==> src/rtl/fwd_ctrl_unit_pkg.sv <==
// fwd_ctrl_unit_pkg: operand-select codes and default register-address width
package fwd_ctrl_unit_pkg;
  localparam logic [1:0] FWD_RF    = 2'b00;
  localparam logic [1:0] FWD_EXMEM = 2'b10;
  localparam logic [1:0] FWD_MEMWB = 2'b01;
  localparam int REG_ADDR_W_DEF = 5;
endpackage

==> src/rtl/fwd_src_sel.sv <==
// fwd_src_sel: youngest-producer-first select code for one source operand
module fwd_src_sel
  import fwd_ctrl_unit_pkg::*;
#(
  parameter int REG_ADDR_W = REG_ADDR_W_DEF
) (
  input  logic [REG_ADDR_W-1:0] rs,
  input  logic [REG_ADDR_W-1:0] ex_rd,
  input  logic                  ex_rw,
  input  logic [REG_ADDR_W-1:0] mem_rd,
  input  logic                  mem_rw,
  output logic [1:0]            sel
);
  logic ex_hit;
  logic mem_hit;
  always_comb begin
    ex_hit  = ex_rw && (ex_rd != '0) && (ex_rd == rs);
    mem_hit = mem_rw && (mem_rd != '0) && (mem_rd == rs);
    sel     = ex_hit ? FWD_EXMEM : mem_hit ? FWD_MEMWB : FWD_RF;
  end
endmodule

==> src/rtl/fwd_ctrl_unit.sv <==
// fwd_ctrl_unit: tracks EX/MEM/WB destinations, registers forwarding selects, flags load-use stalls
module fwd_ctrl_unit
  import fwd_ctrl_unit_pkg::*;
#(
  parameter int REG_ADDR_W = REG_ADDR_W_DEF
) (
  input  logic                  clk,
  input  logic                  arst_n,
  input  logic                  pipe_en,
  input  logic                  flush,
  input  logic                  id_valid,
  input  logic [REG_ADDR_W-1:0] id_rs1,
  input  logic [REG_ADDR_W-1:0] id_rs2,
  input  logic [REG_ADDR_W-1:0] id_rd,
  input  logic                  id_reg_write,
  input  logic                  id_mem_read,
  output logic [1:0]            fwd_a,
  output logic [1:0]            fwd_b,
  output logic                  stall
);
  logic [REG_ADDR_W-1:0] ex_rd_q, ex_rd_d, mem_rd_q, mem_rd_d, wb_rd_q, wb_rd_d;
  logic ex_rw_q, ex_rw_d, ex_mr_q, ex_mr_d, mem_rw_q, mem_rw_d, wb_rw_q, wb_rw_d;
  logic [1:0] fwd_a_q, fwd_a_d, fwd_b_q, fwd_b_d, sel_a, sel_b;
  logic bubble;
  fwd_src_sel #(.REG_ADDR_W(REG_ADDR_W)) u_sel_a (
    .rs(id_rs1), .ex_rd(ex_rd_q), .ex_rw(ex_rw_q),
    .mem_rd(mem_rd_q), .mem_rw(mem_rw_q), .sel(sel_a)
  );
  fwd_src_sel #(.REG_ADDR_W(REG_ADDR_W)) u_sel_b (
    .rs(id_rs2), .ex_rd(ex_rd_q), .ex_rw(ex_rw_q),
    .mem_rd(mem_rd_q), .mem_rw(mem_rw_q), .sel(sel_b)
  );
  // a load in EX cannot forward yet, so a dependent ID instruction must wait one cycle
  always_comb begin
    stall    = ex_mr_q && (ex_rd_q != '0) && id_valid &&
               ((ex_rd_q == id_rs1) || (ex_rd_q == id_rs2));
    bubble   = flush || stall || !id_valid;
    wb_rd_d  = pipe_en ? mem_rd_q : wb_rd_q;
    wb_rw_d  = pipe_en ? mem_rw_q : wb_rw_q;
    mem_rd_d = pipe_en ? ex_rd_q : mem_rd_q;
    mem_rw_d = pipe_en ? ex_rw_q : mem_rw_q;
    ex_rd_d  = !pipe_en ? ex_rd_q : bubble ? '0 : id_rd;
    ex_rw_d  = !pipe_en ? ex_rw_q : bubble ? 1'b0 : id_reg_write;
    ex_mr_d  = !pipe_en ? ex_mr_q : bubble ? 1'b0 : id_mem_read;
    fwd_a_d  = !pipe_en ? fwd_a_q : bubble ? FWD_RF : sel_a;
    fwd_b_d  = !pipe_en ? fwd_b_q : bubble ? FWD_RF : sel_b;
  end
  always_ff @(posedge clk or negedge arst_n) begin
    if (!arst_n) begin
      ex_rd_q  <= '0;
      ex_rw_q  <= 1'b0;
      ex_mr_q  <= 1'b0;
      mem_rd_q <= '0;
      mem_rw_q <= 1'b0;
      wb_rd_q  <= '0;
      wb_rw_q  <= 1'b0;
      fwd_a_q  <= FWD_RF;
      fwd_b_q  <= FWD_RF;
    end else begin
      ex_rd_q  <= ex_rd_d;
      ex_rw_q  <= ex_rw_d;
      ex_mr_q  <= ex_mr_d;
      mem_rd_q <= mem_rd_d;
      mem_rw_q <= mem_rw_d;
      wb_rd_q  <= wb_rd_d;
      wb_rw_q  <= wb_rw_d;
      fwd_a_q  <= fwd_a_d;
      fwd_b_q  <= fwd_b_d;
    end
  end
  assign fwd_a = fwd_a_q;
  assign fwd_b = fwd_b_q;
endmodule

==> config.mk <==
export PLATFORM = sky130hd
export DESIGN_NAME = fwd_ctrl_unit
export DESIGN_NICKNAME = d
export VERILOG_FILES = /design/src/rtl/fwd_ctrl_unit_pkg.sv /design/src/rtl/fwd_src_sel.sv /design/src/rtl/fwd_ctrl_unit.sv
export SDC_FILE = /design/constraint.sdc
export NUM_CORES = 1
export LEC_CHECK = 0
export BUFFER_PORTS_ARGS = -buffer_cell sky130_fd_sc_hd__buf_2
export CAP_MARGIN = 40
export CORE_MARGIN = 4
export CORE_UTILIZATION = 53
export CTS_CLUSTER_SIZE = 30
export DETAILED_ROUTE_END_ITERATION = 8
export HOLD_SLACK_MARGIN = 0.03
export PLACE_DENSITY = 0.81
export SKIP_LAST_GASP = 1
export SYNTH_ARGS = -nofsm -noshare
export SYNTH_HDL_FRONTEND = slang
export SYNTH_SLANG_ARGS = --single-unit
==> constraint.sdc <==
create_clock -name clk -period 3.06 [get_ports clk]
set_input_delay 0.612 -clock clk [delete_from_list [all_inputs] [get_ports clk]]
set_output_delay 0.612 -clock clk [all_outputs]
set_load 0.01 [all_outputs]
## After elaboration in Yosys (flattened, before gate mapping)

Cells that the tools add are included.

- Bits in registers: 17
- Bits of input ports: 22
- Output and inout port bits: 5
- Logic and storage cells: 35

- Equality and inequality tests: 4
- Multiplexer cells: 9
- Reductions and logical operators: 15

Operator list:

| kind | count |
|---|---|
| $eq A5 B5 Y1 | 4 |
| $reduce_bool A5 Y1 | 2 |
| $logic_and A1 B1 Y1 | 9 |
| $mux W2 | 4 |
| $mux W5 | 1 |
| $mux W1 | 4 |
| $logic_or A1 B1 Y1 | 3 |
| $logic_not A1 Y1 | 1 |

## Logic depth before layout (Yosys ltp)

- Word-level depth: 7
- Gate-level depth with buffers: 6

## Cells and area by module

A second synthesis with hierarchy kept.

- Cells, all modules: 124
- Area total of the unflattened synthesis: 1187.4 um2

By module, submodules not included:

| module | instances | cells an instance | area an instance (um2) | seq. area each (um2) |
|---|---|---|---|---|
| fwd_ctrl_unit | 1 | 82 | 869.6 | 425.4 |
| fwd_src_sel | 2 | 21 | 158.9 | 0.0 |

## Worst setup path after synthesis

OpenSTA, ideal clock, no wires.

- Path kind: in2out
- Start point: input id_rs1[2]
- End point: output stall
- Arrival: 1696 ps
- Data required time: 2448 ps
- Setup slack: 752 ps
- Cell stages on the path: 6
- Buffers on the path: 1
- Cells stage by stage: xor2_1 > nor4_2 > a22oi_1 > or2_1 > buf_6 > nor2_1

- Longest elaborated chain between the ends: 3

RTL lines:

| what | line | source |
|---|---|---|
| start: declaration | fwd_ctrl_unit.sv:12 | `input logic [REG_ADDR_W-1:0] id_rs1,` |
| $eq A5 B5 Y1 | fwd_ctrl_unit.sv:36 | `((ex_rd_q == id_rs1) \|\| (ex_rd_q == id_rs2));` |
| $logic_or A1 B1 Y1 | fwd_ctrl_unit.sv:36 |  |
| $logic_and A1 B1 Y1 | fwd_ctrl_unit.sv:35 | `stall = ex_mr_q && (ex_rd_q != '0) && id_valid &&` |
| end: declaration | fwd_ctrl_unit.sv:19 | `output logic stall` |

Every way passes these cells.

## Worst setup path in the final report

- Start point: register ex_rd_q[2]
- End point: output stall

- Longest elaborated chain between the ends: 4
- Elaborated cells on any way between the ends: 7

RTL lines:

| what | line | source |
|---|---|---|
| start: declaration | fwd_ctrl_unit.sv:21 | `logic [REG_ADDR_W-1:0] ex_rd_q, ex_rd_d, mem_rd_q, mem_rd_d, wb_rd_q, wb_rd_d;` |
| start signal: assignment | fwd_ctrl_unit.sv:60 | `ex_rd_q <= ex_rd_d;` |
| $reduce_bool A5 Y1 | fwd_ctrl_unit.sv:35 |  |
| $logic_and A1 B1 Y1 (2 in series) | fwd_ctrl_unit.sv:35 |  |
| $logic_and A1 B1 Y1 (*) | fwd_ctrl_unit.sv:35 |  |

Mark *: on every way between the ends. The rest lies on a longest branch, timed or not.

==> run_results.csv <==
group,metric,value,unit
run_status,outcome,"finished, final reports clean",
power,totalPowerFinal,453.4,µW
grt,antenna_found_initial,0,
cts,cts_resized,0,
routing,drt_iter0_markers,33,
timing,setup_tns,0,ns
die,initial_core_util,59.29,%
timing,fin_skew,0.002082,ns
routing,num_vias,752,
die,die_area,0.002500,mm²
worst_setup_path,worstPathCellList,"xor2_1 > nor4_2 > a22oi_1 > or2_1 > nor2_1 > buf_2",
worst_setup_path,crit_arrival,2.00,ns
die,die_w,50.00,µm
routing,wl_per_cell,16.10,µm
routing,drc,0,
cts,htree_levels,1,
cts,clkTransAtPathRegs,0.11,ns
yosys,ys_ff_latch,17,
yosys,synth.distinct_cells,23,
power,p_per_area,415.1,mW/mm²
die,fp-row-count,14,
cts,hold_buffers,0,
worst_setup_path,crit_slowest_cell,"dfrtp_1",
timing,rsz0062_at_grt,"false",
hold_path,hold_path.class,"in -> async",
worst_setup_path,crit_type,"reg -> out",
routing,antenna_left,0,
die,fp.dieH,50.00,µm
worst_setup_path,cpPeakStageDelay,0.47,ns
cells_and_area,nNetsFinal,131,
cts,cts_root_buffer,"clkbuf_4",
grt,grt_pass1_wl,3.353,mm
cts,cts_tree,"done",
timing,worstMarginPinSlew,0.5680,ns
grt,grt_max_degree,18,
worst_setup_path,worst-path-buf-inv,1,
cts,post_cts.repair.setup_buffers,0,
timing,final_max_slew_viol_count,0,
worst_setup_path,crit_family,"simple AND/OR/NAND/NOR gates",
yosys,mappedNetlistArea,934.6,µm²
placement,place_inst,120,
timing,hold_violations,0,
cells_and_area,final_area,0.001092,mm²
worst_setup_path,cp_data_required_time,2.45,ns
cts,clock_sinks,17,
placement,gp_congestion,0.8318,
placement,port_buffers,26,
cts,clockBufferDepth,2,
die,core-area,0.001577,mm²
timing,finalCriticalPeriod,2.616,ns
flow_run,drv_cap,0,
placement,hpwlAfterDp,1.583,mm
grt,gr-total-overflow,0,
cells_and_area,insertedDiodeCount,0,
cells_and_area,syn2layout_area_growth,16.87,%
power,vdd_ir_drop_max,0.0004211,V
power,p_leak,0.5357,nW
cts,numCtsBuffers,3,
cells_and_area,final_cells,124,
grt,grt_pass1_vias,752,
die,io_pins,27,
grt,grt_use_total,17.46,%
yosys,yosysSeqAreaShare,45.52,%
timing,timing.final.crit_share,85.48,%
worst_setup_path,critPathLaunchType,"flop",
timing,clock.fmax,0.3823,GHz
placement,post_dp_cell_area,0.001065,mm²
yosys,synth_cells,81,
yosys,syn_nets,103,
timing,slew_headroom,61.93,%
cells_and_area,drive_gt1_share,36.11,%
cells_and_area,final_util,69.29,%
cts,clk_latency,0.29,ns
yosys,syn_avg_cell_area,11.54,µm²
routing,wirelength,1.997,mm
routing,firstDrtPassIters,4,
worst_setup_path,critPathCaptureType,"output pin",
worst_setup_path,cp_max_fo,8,
timing,finalSetupViolCount,0,
routing,drt-vias-per-instance,6.065,
yosys,yosys_warnings,0,
power breakdown:
part	switching [mW]	internal [mW]
logic	0.0390	0.0401
registers	0.0162	0.236
clock network	0.0739	0.0485
routing by layer:
| layer | wire length (µm) | up-vias | track usage, % |
|---|---|---|---|
| met4 | 13 | 0 | 5.530 |
| met2 | 1018 | 30 | 29.35 |
| met3 | 104 | 2 | 3.614 |
| li1 | - | 352 | - |
| met1 | 860 | 368 | 22.08 |
| met5 | 0 | - | 0 |
synthesized netlist by cell type, drive strengths merged:
cell type / instances / area [µm²]
o31ai: 1 / 7.510
a22oi: 1 / 7.510
o21ai: 2 / 10.01
o32ai: 1 / 8.760
clkbuf: 1 / 3.750
nand2: 3 / 11.26
or2: 1 / 6.260
nand2b: 1 / 6.260
inv: 3 / 11.26
nand4: 4 / 25.02
nor4: 2 / 25.02
nor2: 2 / 7.510
dfrtp: 17 / 425.4
o2bb2ai: 2 / 17.52
xor2: 14 / 122.6
nor3: 4 / 25.02
mux2: 6 / 67.56
xnor2: 6 / 52.55
or4: 1 / 7.510
a32o: 7 / 70.07
buf: 2 / 16.26
cell usage in the layout, fill, tap and decap left out, drive strengths merged:
cell type,count
buf,26
dfrtp,17
xor2,14
a32o,7
xnor2,6
mux2,6
nand4,4
nor3,4
inv,3
nand2,3
clkbuf,3
nor4,2
nor2,2
o2bb2ai,2
o21ai,2
a22oi,1
or2,1
nand2b,1
or4,1
o31ai,1
o32ai,1
clkinv,1
state kept, by name, indices dropped and copies added, names as in the netlist:
register	flops
fwd_a	2
mem_rd_q	5
fwd_b	2
ex_rw_q	1
ex_mr_q	1
mem_rw_q	1
ex_rd_q	5
final timing paths:
check / start / slack (ns) / cells past startpoint / endpoint
min in group clk: fwd_b[0] / 0.49 / 2 / fwd_b[0]
worst max register to register: ex_rd_q[2] / 1.20 / 5 / ex_rd_q[2]
worst min register to register: fwd_b[0] / 0.49 / 2 / fwd_b[0]
worst max-delay path: ex_rd_q[2] / 0.44 / 6 / stall
worst min-delay path: arst_n / 0.22 / 1 / fwd_a[0]
max in group asynchronous: arst_n / 2.58 / 1 / mem_rd_q[3]
final cells by class:
| cell class | count | area, µm² |
|---|---|---|
| clock buffers | 3 | 22.52 |
| multi-input cells | 58 | 478.0 |
| inverters | 3 | 11.26 |
| well taps | 16 | 20.02 |
| clock inverters | 1 | 5.005 |
| flip-flops and latches | 17 | 425.4 |
| fillers | 119 | 484.2 |
| repair buffers | 26 | 130.1 |
stage by stage:
step           worst slack, ns  hold slack [ns]
6_report                0.4442           0.2168
5_1_grt                 0.2482           0.2434
3_5_place_dp            0.5193           0.4716
4_1_cts                 0.4391           0.2335
3_3_place_gp            0.5269           0.4601
2_1_floorplan           0.7524           0.3164
cells by family (layout without fill, tap and decap cells):
| kind of cell | count (synthesis) | in the layout | synth area share [%] |
|---|---|---|---|
| mux | 6 | 6 | 7.228 |
| compound gates | 14 | 14 | 12.99 |
| flops | 17 | 17 | 45.52 |
| simple gates | 18 | 18 | 12.18 |
| buf+inv | 6 | 33 | 3.346 |
| xor+xnor | 20 | 20 | 18.74 |
(Power assumes the default switching activity.)
